--- config.mk ---
export PLATFORM = sky130hd
export DESIGN_NAME = matrix_weight_sequencer_flat
export DESIGN_NICKNAME = d
export VERILOG_FILES = /design/src/rtl/matrix_weight_sequencer_if.sv /design/src/rtl/matrix_weight_sequencer.sv /design/src/flat_wrapper.sv
export SDC_FILE = /design/constraint.sdc
export NUM_CORES = 1
export LEC_CHECK = 0
export ABC_AREA = 1
export ABC_CLOCK_PERIOD_IN_PS = 4740
export CAP_MARGIN = 40
export CORE_UTILIZATION = 28
export CTS_CLUSTER_DIAMETER = 50
export DETAILED_ROUTE_END_ITERATION = 8
export DONT_BUFFER_PORTS = 1
export PLACE_DENSITY_LB_ADDON = 0.1
export SLEW_MARGIN = 10
export SYNTH_ARGS = -nofsm -noshare
export SYNTH_HDL_FRONTEND = slang
export SYNTH_SLANG_ARGS = --single-unit
--- constraint.sdc ---
create_clock -name clk -period 4.74 [get_ports clk]
set_input_delay 0.474 -clock clk [delete_from_list [all_inputs] [get_ports clk]]
set_output_delay 0.474 -clock clk [all_outputs]
set_load 0.01 [all_outputs]
--- src/rtl/matrix_weight_sequencer_if.sv ---
// matrix_weight_sequencer_if: weight stream (s_*) plus matrix cell port (m_*).
// master = sequencer side: drives s_ready and all m_* except m_rdata.
// slave  = stream source / matrix side: drives s_valid, s_data, m_rdata.
interface matrix_weight_sequencer_if #(parameter int N = 8);
    logic                s_valid, s_ready;
    logic [31:0]         s_data;
    logic                m_wready, m_wr_match, m_vh;
    logic [$clog2(N):0]  m_s_addr, m_d_addr;
    logic [31:0]         m_wdata, m_rdata;
    modport master(input s_valid, s_data, m_rdata,
                   output s_ready, m_wready, m_wr_match, m_s_addr, m_d_addr, m_vh, m_wdata);
    modport slave(output s_valid, s_data, m_rdata,
                  input s_ready, m_wready, m_wr_match, m_s_addr, m_d_addr, m_vh, m_wdata);
endinterface

--- src/rtl/matrix_weight_sequencer.sv ---
// matrix_weight_sequencer: walks every Ising matrix cell, writing stream words or verifying read-back.
// Ports: clk, axi_rst (sync, active-high); start/mode/abort control; bus = stream + matrix port;
// busy/done status; err_count, first_err_valid/s/d/vh report verify mismatches.
module matrix_weight_sequencer #(
    parameter int N        = 8,
    parameter int DIAGONAL = 1,
    parameter int DUAL_VH  = 1,
    parameter int READ_LAT = 1,
    parameter int CNT_W    = 16
) (
    input  logic                         clk,
    input  logic                         axi_rst,
    input  logic                         start,
    input  logic                         mode,
    input  logic                         abort,
    matrix_weight_sequencer_if.master    bus,
    output logic                         busy,
    output logic                         done,
    output logic [CNT_W-1:0]             err_count,
    output logic                         first_err_valid,
    output logic [$clog2(N)-1:0]         first_err_s,
    output logic [$clog2(N)-1:0]         first_err_d,
    output logic                         first_err_vh
);
    localparam int AW = $clog2(N);
    typedef enum logic [2:0] {IDLE, FETCH, WRITE, READ, CHECK, DONE} state_t;
    state_t        state;
    logic [AW-1:0] s, d, n_s, n_d;
    logic          vh, n_vh, two, last, mode_r;
    logic [31:0]   word, rsample;
    logic [1:0]    lat;
    assign bus.m_s_addr = {1'b0, s};
    assign bus.m_d_addr = {1'b0, d};
    assign bus.m_vh     = vh;
    assign bus.m_wdata  = word;
    // coupled cells take a second (vh=1) word; shorted diagonal cells never do
    always_comb begin
        two  = DUAL_VH != 0 && !(DIAGONAL != 0 && s == d);
        last = s == AW'(N - 1) && d == AW'(N - 1) && (vh || !two);
        n_vh = two && !vh;
        n_s  = (n_vh || d != AW'(N - 1)) ? s : s + 1'b1;
        n_d  = n_vh ? d : d != AW'(N - 1) ? d + 1'b1 : DIAGONAL != 0 ? s + 1'b1 : '0;
    end
    always_ff @(posedge clk) begin
        if (axi_rst) begin
            state           <= IDLE;
            s               <= '0;
            d               <= '0;
            vh              <= 1'b0;
            word            <= '0;
            rsample         <= '0;
            lat             <= '0;
            mode_r          <= 1'b0;
            bus.s_ready     <= 1'b0;
            bus.m_wready    <= 1'b0;
            bus.m_wr_match  <= 1'b0;
            busy            <= 1'b0;
            done            <= 1'b0;
            err_count       <= '0;
            first_err_valid <= 1'b0;
            first_err_s     <= '0;
            first_err_d     <= '0;
            first_err_vh    <= 1'b0;
        end else if (abort && state != IDLE) begin
            state          <= IDLE;
            bus.s_ready    <= 1'b0;
            bus.m_wready   <= 1'b0;
            bus.m_wr_match <= 1'b0;
            busy           <= 1'b0;
            done           <= 1'b0;
        end else begin
            case (state)
                IDLE: if (start && !abort) begin
                    state           <= FETCH;
                    busy            <= 1'b1;
                    bus.s_ready     <= 1'b1;
                    mode_r          <= mode;
                    err_count       <= '0;
                    first_err_valid <= 1'b0;
                    s               <= '0;
                    d               <= '0;
                    vh              <= 1'b0;
                end
                FETCH: if (bus.s_valid) begin
                    word           <= bus.s_data;
                    bus.s_ready    <= 1'b0;
                    bus.m_wr_match <= 1'b1;
                    bus.m_wready   <= !mode_r;
                    lat            <= '0;
                    state          <= mode_r ? READ : WRITE;
                end
                READ: if (lat == 2'(READ_LAT - 1)) begin
                    rsample        <= bus.m_rdata;
                    bus.m_wr_match <= 1'b0;
                    state          <= CHECK;
                end else lat <= lat + 1'b1;
                WRITE, CHECK: begin
                    if (state == CHECK && rsample != word) begin
                        if (err_count != '1) err_count <= err_count + 1'b1;
                        if (!first_err_valid) begin
                            first_err_valid <= 1'b1;
                            first_err_s     <= s;
                            first_err_d     <= d;
                            first_err_vh    <= vh;
                        end
                    end
                    bus.m_wready   <= 1'b0;
                    bus.m_wr_match <= 1'b0;
                    if (last) begin
                        done  <= 1'b1;
                        busy  <= 1'b0;
                        state <= DONE;
                    end else begin
                        s           <= n_s;
                        d           <= n_d;
                        vh          <= n_vh;
                        bus.s_ready <= 1'b1;
                        state       <= FETCH;
                    end
                end
                DONE: begin
                    done  <= 1'b0;
                    state <= IDLE;
                end
                default: state <= IDLE;
            endcase
        end
    end
endmodule

--- src/flat_wrapper.sv ---
// flat-port wrapper written by rule: the top's interface ports become plain ports
module matrix_weight_sequencer_flat 
#(
    parameter int N        = 8,
    parameter int DIAGONAL = 1,
    parameter int DUAL_VH  = 1,
    parameter int READ_LAT = 1,
    parameter int CNT_W    = 16
)
  (clk, axi_rst, start, mode, abort, busy, done, err_count, first_err_valid, first_err_s, first_err_d, first_err_vh, bus_s_valid, bus_s_data, bus_m_rdata, bus_s_ready, bus_m_wready, bus_m_wr_match, bus_m_s_addr, bus_m_d_addr, bus_m_vh, bus_m_wdata);
  matrix_weight_sequencer_if #(.N(N)) bus_i ();
  input  logic clk;
  input  logic axi_rst;
  input  logic start;
  input  logic mode;
  input  logic abort;
  output logic busy;
  output logic done;
  output logic [CNT_W-1:0] err_count;
  output logic first_err_valid;
  output logic [$clog2(N)-1:0] first_err_s;
  output logic [$clog2(N)-1:0] first_err_d;
  output logic first_err_vh;
  input wire logic [$bits(bus_i.s_valid)-1:0] bus_s_valid;
  input wire logic [$bits(bus_i.s_data)-1:0] bus_s_data;
  input wire logic [$bits(bus_i.m_rdata)-1:0] bus_m_rdata;
  output wire logic [$bits(bus_i.s_ready)-1:0] bus_s_ready;
  output wire logic [$bits(bus_i.m_wready)-1:0] bus_m_wready;
  output wire logic [$bits(bus_i.m_wr_match)-1:0] bus_m_wr_match;
  output wire logic [$bits(bus_i.m_s_addr)-1:0] bus_m_s_addr;
  output wire logic [$bits(bus_i.m_d_addr)-1:0] bus_m_d_addr;
  output wire logic [$bits(bus_i.m_vh)-1:0] bus_m_vh;
  output wire logic [$bits(bus_i.m_wdata)-1:0] bus_m_wdata;
  assign bus_i.s_valid = bus_s_valid;
  assign bus_i.s_data = bus_s_data;
  assign bus_i.m_rdata = bus_m_rdata;
  assign bus_s_ready = bus_i.s_ready;
  assign bus_m_wready = bus_i.m_wready;
  assign bus_m_wr_match = bus_i.m_wr_match;
  assign bus_m_s_addr = bus_i.m_s_addr;
  assign bus_m_d_addr = bus_i.m_d_addr;
  assign bus_m_vh = bus_i.m_vh;
  assign bus_m_wdata = bus_i.m_wdata;
  matrix_weight_sequencer #(.N(N), .DIAGONAL(DIAGONAL), .DUAL_VH(DUAL_VH), .READ_LAT(READ_LAT), .CNT_W(CNT_W)) u_core (.clk(clk), .axi_rst(axi_rst), .start(start), .mode(mode), .abort(abort), .bus(bus_i), .busy(busy), .done(done), .err_count(err_count), .first_err_valid(first_err_valid), .first_err_s(first_err_s), .first_err_d(first_err_d), .first_err_vh(first_err_vh));
endmodule
==> results of run 1 <==
-- power by group --
part | total (uW) | internal [uW] | leakage [uW] | switching [uW]
Clock | 772 | 412 | 0.000136 | 361
Combinational | 342 | 116 | 0.00116 | 227
Sequential | 1030 | 943 | 0.000859 | 88.7
Total | 2150 | 1470 | 0.00215 | 676
-- synth_stat cells (all sizes together) --
master | instances | area, um2
nand4 | 20 | 125
o21bai | 1 | 7.51
nand3 | 56 | 318
a211oi | 5 | 37.5
inv | 62 | 235
nand2 | 139 | 552
dfxtp | 106 | 2120
xnor2 | 24 | 210
conb | 1 | 3.75
clkbuf | 20 | 75.1
a21oi | 70 | 358
ha | 6 | 75.1
o211ai | 1 | 7.51
or2 | 2 | 12.5
clkinv | 1 | 3.75
nor3 | 6 | 35.0
nor2 | 127 | 497
o21a | 2 | 15.0
o21ai | 62 | 310
buf | 12 | 68.8
xor2 | 4 | 35.0
-- how the worst max path moves through the flow --
stage / startpoint / endpoint / cells past startpoint / slack, ns
2_1_floorplan: u_core.err_count[0] / u_core.err_count[10] / 9 / 3.01
3_3_place_gp: u_core.state[1] / u_core.rsample[9] / 8 / 1.87
3_5_place_dp: u_core.state[1] / u_core.rsample[5] / 8 / 1.71
4_1_cts: u_core.state[1] / u_core.rsample[5] / 8 / 1.70
5_1_grt: u_core.state[1] / u_core.rsample[5] / 8 / 1.40
6_report: u_core.state[1] / u_core.rsample[5] / 8 / 1.69
-- cells in the final DEF, fill, tap and decap left out, drive strengths merged --
cell,netlist,layout
nand2,139,139
clkinvlp,0,2
or2,2,2
bufinv,0,1
clkbuf,20,10
o21a,2,2
nor2,127,127
nor3,6,6
nand4,20,20
a211oi,5,5
clkinv,1,1
ha,6,6
o21ai,62,62
o21bai,1,1
nand3,56,56
buf,12,3
a21oi,70,70
o211ai,1,1
xnor2,24,24
xor2,4,4
conb,1,2
dfxtp,106,106
inv,62,64
-- layer usage --
layer	vias up	GRT usage (%)	part of all wire (%)	routed length [um]
met2	136	23.8	41	6270
met1	2028	23.9	50	7700
met4	0	6.53	1.6	247
li1	2332	-	-	-
met3	13	5.00	8.1	1250
met5	-	0	0	0
-- registers in the layout, summed over array words and instances, names as in the netlist, 2 cells and up --
signal              count
u_core.s                3
u_core.bus.m_wdata     32
u_core.err_count       16
u_core.d                3
u_core.first_err_s      3
u_core.state            3
u_core.lat              2
u_core.rsample         32
u_core.first_err_d      3
-- stage by stage --
stage | power (uW) | hold slack, ns
2_1_floorplan | 1310 | 0.440
3_3_place_gp | 1390 | 0.450
3_5_place_dp | 1400 | 0.458
4_1_cts | 2180 | 0.154
5_1_grt | 2280 | 0.149
6_report | 2150 | 0.172
-- layout make-up --
cell class                      count  area (um2)
Inverter                           63         239
Clock buffer                       10         229
Tap cell                          229         287
Clock inverter                      5        62.6
Multi-Input combinational cell    527        2610
Fill cell                        1976       12300
Timing Repair Buffer                3        30.0
Sequential cell                   106        2120
-- logic make-up after synthesis --
kind of cell	synth area share (%)
compound gates	14.4
buf+inv	7.50
fa+ha+maj	1.47
simple gates	30.2
flops	41.6
other cells	0.0735
xor+xnor	4.80
-- worst max-delay path, stage by stage (launching register included) --
cell and delay, ns:
sky130_fd_sc_hd__dfxtp_1 0.37, sky130_fd_sc_hd__nor2_2 0.20, sky130_fd_sc_hd__nand2_2 0.14, sky130_fd_sc_hd__nand2_2 0.46, sky130_fd_sc_hd__inv_2 0.09, sky130_fd_sc_hd__nor2_2 0.68
sky130_fd_sc_hd__inv_2 0.53, sky130_fd_sc_hd__o21ai_0 0.36, sky130_fd_sc_hd__a21oi_1 0.06
==> results.md, run 1 <==
| Parameter | Reported |
|:---|:---|
| Slack of the critical path | 1.69 ns |
| Required time worst endpoint | 4.97 ns |
| Vias | 4509 |
| Chip width | 137 um |
| Post-synthesis average cell area | 7.02 um2 |
| Final non-filler cell total | 943 |
| Post-Synthesis Cell Area | 0.00510 mm2 |
| Count of input and output buffers | 0 |
| Placeable core area | 0.0179 mm2 |
| Nature of the critical path endpoint | flip-flop |
| Slack of the worst reg-to-reg path | 1.69 ns |
| Place WS | 1.71 ns |
| Final critical-path share of the clock period | 64.3% |
| Fraction of final layout cells with drive strength greater than 1 | 6.02% |
| Worst slew margin relative to its limit | 43.9% |
| Pin count of the biggest net entering global routing | 46 |
| Vertical extent of the die | 137 um |
| Row Count | 49 |
| Actual slew at the worst max-slew pin | 0.841 ns |
| Routed Wire Length | 15500 um |
| IR drop worst, VDD | 0.000170 V |
| Final Cell Area | 0.00557 mm2 |
| Worst r2r dst | u_core.rsample[5] |
| Detailed Routing Iterations Pass 1 | 4 |
| Area growth from synthesis to layout | 9.22% |
| Min-Delay Endpoint | u_core.bus.m_wdata[16] |
| Count of hold-fix buffers inserted at cts | 0 |
| Library cells used by synthesis | 34 |
| Post_cts resized | 0 |
| Final count of hold timing violations | 0 |
| Final setup violation count | 0 |
| Number of antenna violations at the first check in global routing | 0 |
| Run status | finished clean |
| Number of buffers created by CTS | 9 |
| Wire length of the first global-routing pass | 23900 um |
| Startpoint of the worst hold path | axi_rst |
| Placed Cells | 928 |
| CP Launch Type | flip-flop |
| DRC viols | 0 |
| Number of max-cap violations | 0 |
| # nets final | 786 |
| CP Max Fanout | 43 |
| Fmax | 328 MHz |
| Clock latency of the later-clocked register in the worst-skew pair | 0.36 ns |
| Number of buffers on the longest clock path | 2 |
| Number of flip-flops and latches in the synthesized netlist | 106 |
| Die area | 0.0188 mm2 |
| TritonCTS clock tree | built |
| Post-CTS Setup Repair Bufs | 0 |
| Power per cell area | 385 mW/mm2 |
| Placer congestion estimate | 0.842 |
| Register area share after synthesis | 41.6% |
| Post-DR vias/cell | 4.78 |
| Worst Hold Class | in -> reg |
| Aggregate negative setup slack | 0 ns |
| Setup skew after layout | 0.00921 ns |
| Cell count of the worst reg-to-reg path | 8 |
| Post-layout min period | 3.05 ns |
| Num Clock Sinks | 106 |
| Core utilization of the finished layout | 31.1% |
| Leakage dissipation | 0.00215 uW |
| Average wire length per cell after detail routing | 16.4 um |
| Initial core utilization | 28.5% |
| Area of placed instances | 0.00528 mm2 |
| # H-tree levels | 3 |
| RSZ-0062 raised after global routing | no |
| Clock transition at the register clock pins on the worst setup and hold paths after CTS | 0.08 ns |
| Number of instances in the synthesized netlist | 727 |
| Post-detail-place hpwl | 11100 um |
| Routed Antenna Nets | 0 |
| Vias in the first global route | 4248 |
| Clk Tree Root Cell | sky130_fd_sc_hd__clkbuf_16 |
| Total track usage | 17.0% |
| Instance count along the most critical hold path | 1 |
| Worst Path Arrival | 3.28 ns |
| Antenna fix cells | 0 |
| Count of final max-slew check failures | 0 |
| Type of the setup path with the least slack | reg -> reg |
| I/O pin count | 140 |
| Initial DRC count | 237 |
| Reg2Reg Launch Point | u_core.state[1] |
| Number of warnings issued by yosys | 0 |
| Overflow left after global routing | 0 |
Note: power is estimated with default switching activity, not from simulation.
==> run 2, diff against run 1 <==
--- a/config.mk
+++ b/config.mk
@@ -6,7 +6,7 @@
 export NUM_CORES = 1
 export LEC_CHECK = 0
 export ABC_AREA = 1
-export ABC_CLOCK_PERIOD_IN_PS = 4740
+export ABC_CLOCK_PERIOD_IN_PS = 3200
 export CAP_MARGIN = 40
 export CORE_UTILIZATION = 28
 export CTS_CLUSTER_DIAMETER = 50
==> constraint.sdc (replaced) <==
create_clock -name clk -period 3.2 [get_ports clk]
set_input_delay 0.32 -clock clk [delete_from_list [all_inputs] [get_ports clk]]
set_output_delay 0.32 -clock clk [all_outputs]
set_load 0.01 [all_outputs]
==> run 2 against run 1 <==
Critical path depth rose by 1. Wire length fell by 0.94%. Sequential share of layout area hardly changed. Sequential power rose by 49%. Largest power group unchanged. Fmax grew 28%. Core utilization is essentially flat. Die area did not move. Via count up 1.2%.
==> results.md, run 2 (same netlist as run 1, synthesis figures left out) <==
| Parameter | Reported | Change |
|:---|:---|:---|
| Sequential cell area in the final layout | 0.00212 mm2 | unchanged |
| Num Clock Sinks | 106 | unchanged |
| Post_cts resized | 0 | unchanged |
| Setup skew after layout | 0.0115 ns | +0.00225 ns |
| Commonest non-fill, non-tap cells in the layout | sky130_fd_sc_hd__nand2_1 (133), sky130_fd_sc_hd__nor2_1 (122), sky130_fd_sc_hd__dfxtp_1 (106) |  |
| Final Cell Area | 0.00557 mm2 | -0.11% |
| Post-DR vias/cell | 4.83 | +0.96% |
| Number of max-cap violations | 0 | unchanged |
| Detailed Routing Iterations Pass 1 | 4 | unchanged |
| Count of input and output buffers | 0 | unchanged |
| Worst Path Arrival | 2.67 ns | -0.61 ns |
| # H-tree levels | 3 | unchanged |
| Initial DRC count | 213 | -10% |
| Pin count of the biggest net entering global routing | 44 | -4.3% |
| Antenna fix cells | 0 | unchanged |
| Count of hold-fix buffers inserted at cts | 0 | unchanged |
| Final setup violation count | 0 | unchanged |
| Vertical extent of the die | 137 um | unchanged |
| Count of final max-slew check failures | 0 | unchanged |
| Run status | finished clean |  |
| Nature of the critical path endpoint | flip-flop |  |
| Clock latency of the later-clocked register in the worst-skew pair | 0.36 ns | about the same |
| Fraction of final layout cells with drive strength greater than 1 | 6.42% | +0.40 points |
| DRC viols | 0 | unchanged |
| TritonCTS clock tree | built |  |
| Final count of hold timing violations | 0 | unchanged |
| Post-detail-place hpwl | 11000 um | -0.36% |
| Type of the setup path with the least slack | reg -> reg |  |
| Slack of the worst reg-to-reg path | 0.83 ns | -0.86 ns |
| Vias in the first global route | 4274 | +0.61% |
| Final critical-path share of the clock period | 74.1% | +9.8 points |
| Min-Delay Endpoint | u_core.bus.m_wdata[22] |  |
| Clk Tree Root Cell | sky130_fd_sc_hd__clkbuf_16 |  |
| IR drop worst, VDD | 0.000245 V | +44% |
| Area growth from synthesis to layout | 9.10% |  |
| Post-CTS Setup Repair Bufs | 0 | unchanged |
| Instance count along the most critical hold path | 1 | unchanged |
| Reg2Reg Launch Point | u_core.bus.m_wdata[7] |  |
| Leakage dissipation | 0.00217 uW | +0.62% |
| Post-layout min period | 2.37 ns | -0.676 ns |
| Number of buffers on the longest clock path | 2 | unchanged |
| Area of placed instances | 0.00529 mm2 | +0.14% |
| Cell count of the worst reg-to-reg path | 9 | +1 |
| RSZ-0062 raised after global routing | no |  |
| Fmax | 421 MHz | +28% |
| Actual slew at the worst max-slew pin | 0.738 ns | -0.103 ns |
| Initial core utilization | 28.5% | unchanged |
| # nets final | 788 | +0.25% |
| Number of buffers created by CTS | 9 | unchanged |
| I/O pin count | 140 | unchanged |
| Routed Antenna Nets | 0 | unchanged |
| Chip width | 137 um | unchanged |
| Worst slew margin relative to its limit | 50.8% | +6.9 points |
| Worst Hold Class | in -> reg |  |
| Row Count | 49 | unchanged |
| Routed Wire Length | 15300 um | -0.94% |
| Clock transition at the register clock pins on the worst setup and hold paths after CTS | 0.08 ns | about the same |
| Worst r2r dst | u_core.err_count[2] |  |
| CP Launch Type | flip-flop |  |
| Placeable core area | 0.0179 mm2 | unchanged |
| CP Max Fanout | 16 | -63% |
| Aggregate negative setup slack | 0 ns | unchanged |
| Filler Cell Count | 1934 | -2.1% |
| Commonest non-fill, non-tap cell in the layout | sky130_fd_sc_hd__nand2_1 |  |
| Vias | 4562 | +1.2% |
| Average wire length per cell after detail routing | 16.2 um | -1.1% |
| Core utilization of the finished layout | 31.1% | -0.035 points |
| Power per cell area | 563 mW/mm2 | +46% |
| Overflow left after global routing | 0 | unchanged |
| Placer congestion estimate | 0.831 | -1.3% |
| Required time worst endpoint | 3.49 ns | -1.48 ns |
| Wire length of the first global-routing pass | 23600 um | -1.1% |
| Number of antenna violations at the first check in global routing | 0 | unchanged |
| Startpoint of the worst hold path | axi_rst |  |
| Area of the multi-input gates | 0.00261 mm2 | unchanged |
| Total track usage | 16.7% | -0.26 points |
| Die area | 0.0188 mm2 | unchanged |
## run 2: critical path: stages, from the launching register on
cell                      delay (ns)
sky130_fd_sc_hd__dfxtp_1        0.38
sky130_fd_sc_hd__xnor2_1        0.34
sky130_fd_sc_hd__nand2_1        0.08
sky130_fd_sc_hd__nor2_1         0.15
sky130_fd_sc_hd__nand2_1        0.06
sky130_fd_sc_hd__nor2_1         0.26
sky130_fd_sc_hd__nand3_1        0.60
sky130_fd_sc_hd__nand4_1        0.26
sky130_fd_sc_hd__nand2_1        0.08
sky130_fd_sc_hd__nor2_1         0.09
## run 2: worst max path at each step
stage	end	from
6_report	u_core.err_count[2]	u_core.bus.m_wdata[7]
5_1_grt	u_core.err_count[2]	u_core.bus.m_wdata[7]
4_1_cts	u_core.err_count[2]	u_core.bus.m_wdata[7]
3_5_place_dp	u_core.err_count[2]	u_core.bus.m_wdata[7]
3_3_place_gp	u_core.err_count[7]	u_core.bus.m_wdata[7]
2_1_floorplan	u_core.err_count[10]	u_core.err_count[0]
## run 2: through the flow
| stage | total power [uW] | cells | setup WS [ns] | hold WS (ns) |
|---|---|---|---|---|
| floorplan | 1940 | 728 | 1.47 | 0.440 |
| global placement | 2070 | 930 | 0.847 | 0.395 |
| detailed placement | 2070 | 930 | 0.841 | 0.395 |
| CTS | 3170 | 945 | 0.819 | 0.00574 |
| global route | 3310 | 945 | 0.653 | 0.00220 |
| finish | 3130 | 945 | 0.827 | 0.0189 |
## run 2: routing by layer
layer	vias up	track usage (%)	wire length [um]
met5	-	0	0
li1	2350	-	-
met1	2048	23.4	7620
met3	21	5.30	1230
met2	143	23.0	6100
met4	0	7.33	363
## run 2: final cells by class
type                    count  share of cell area (%)
clock inverters             5                   0.697
well taps                 229                    5.15
multi-input cells         527                    46.8
clock buffers              10                    4.29
inverters                  63                    4.29
flip-flops and latches    106                    38.1
repair buffers              5                   0.674
## run 2: power by group
group / internal, uW / leakage, uW / switching (uW)
Sequential: 1400 / 0.000859 / 133
Combinational: 171 / 0.00117 / 338
Clock: 554 / 0.000141 / 542
Total: 2120 / 0.00217 / 1010
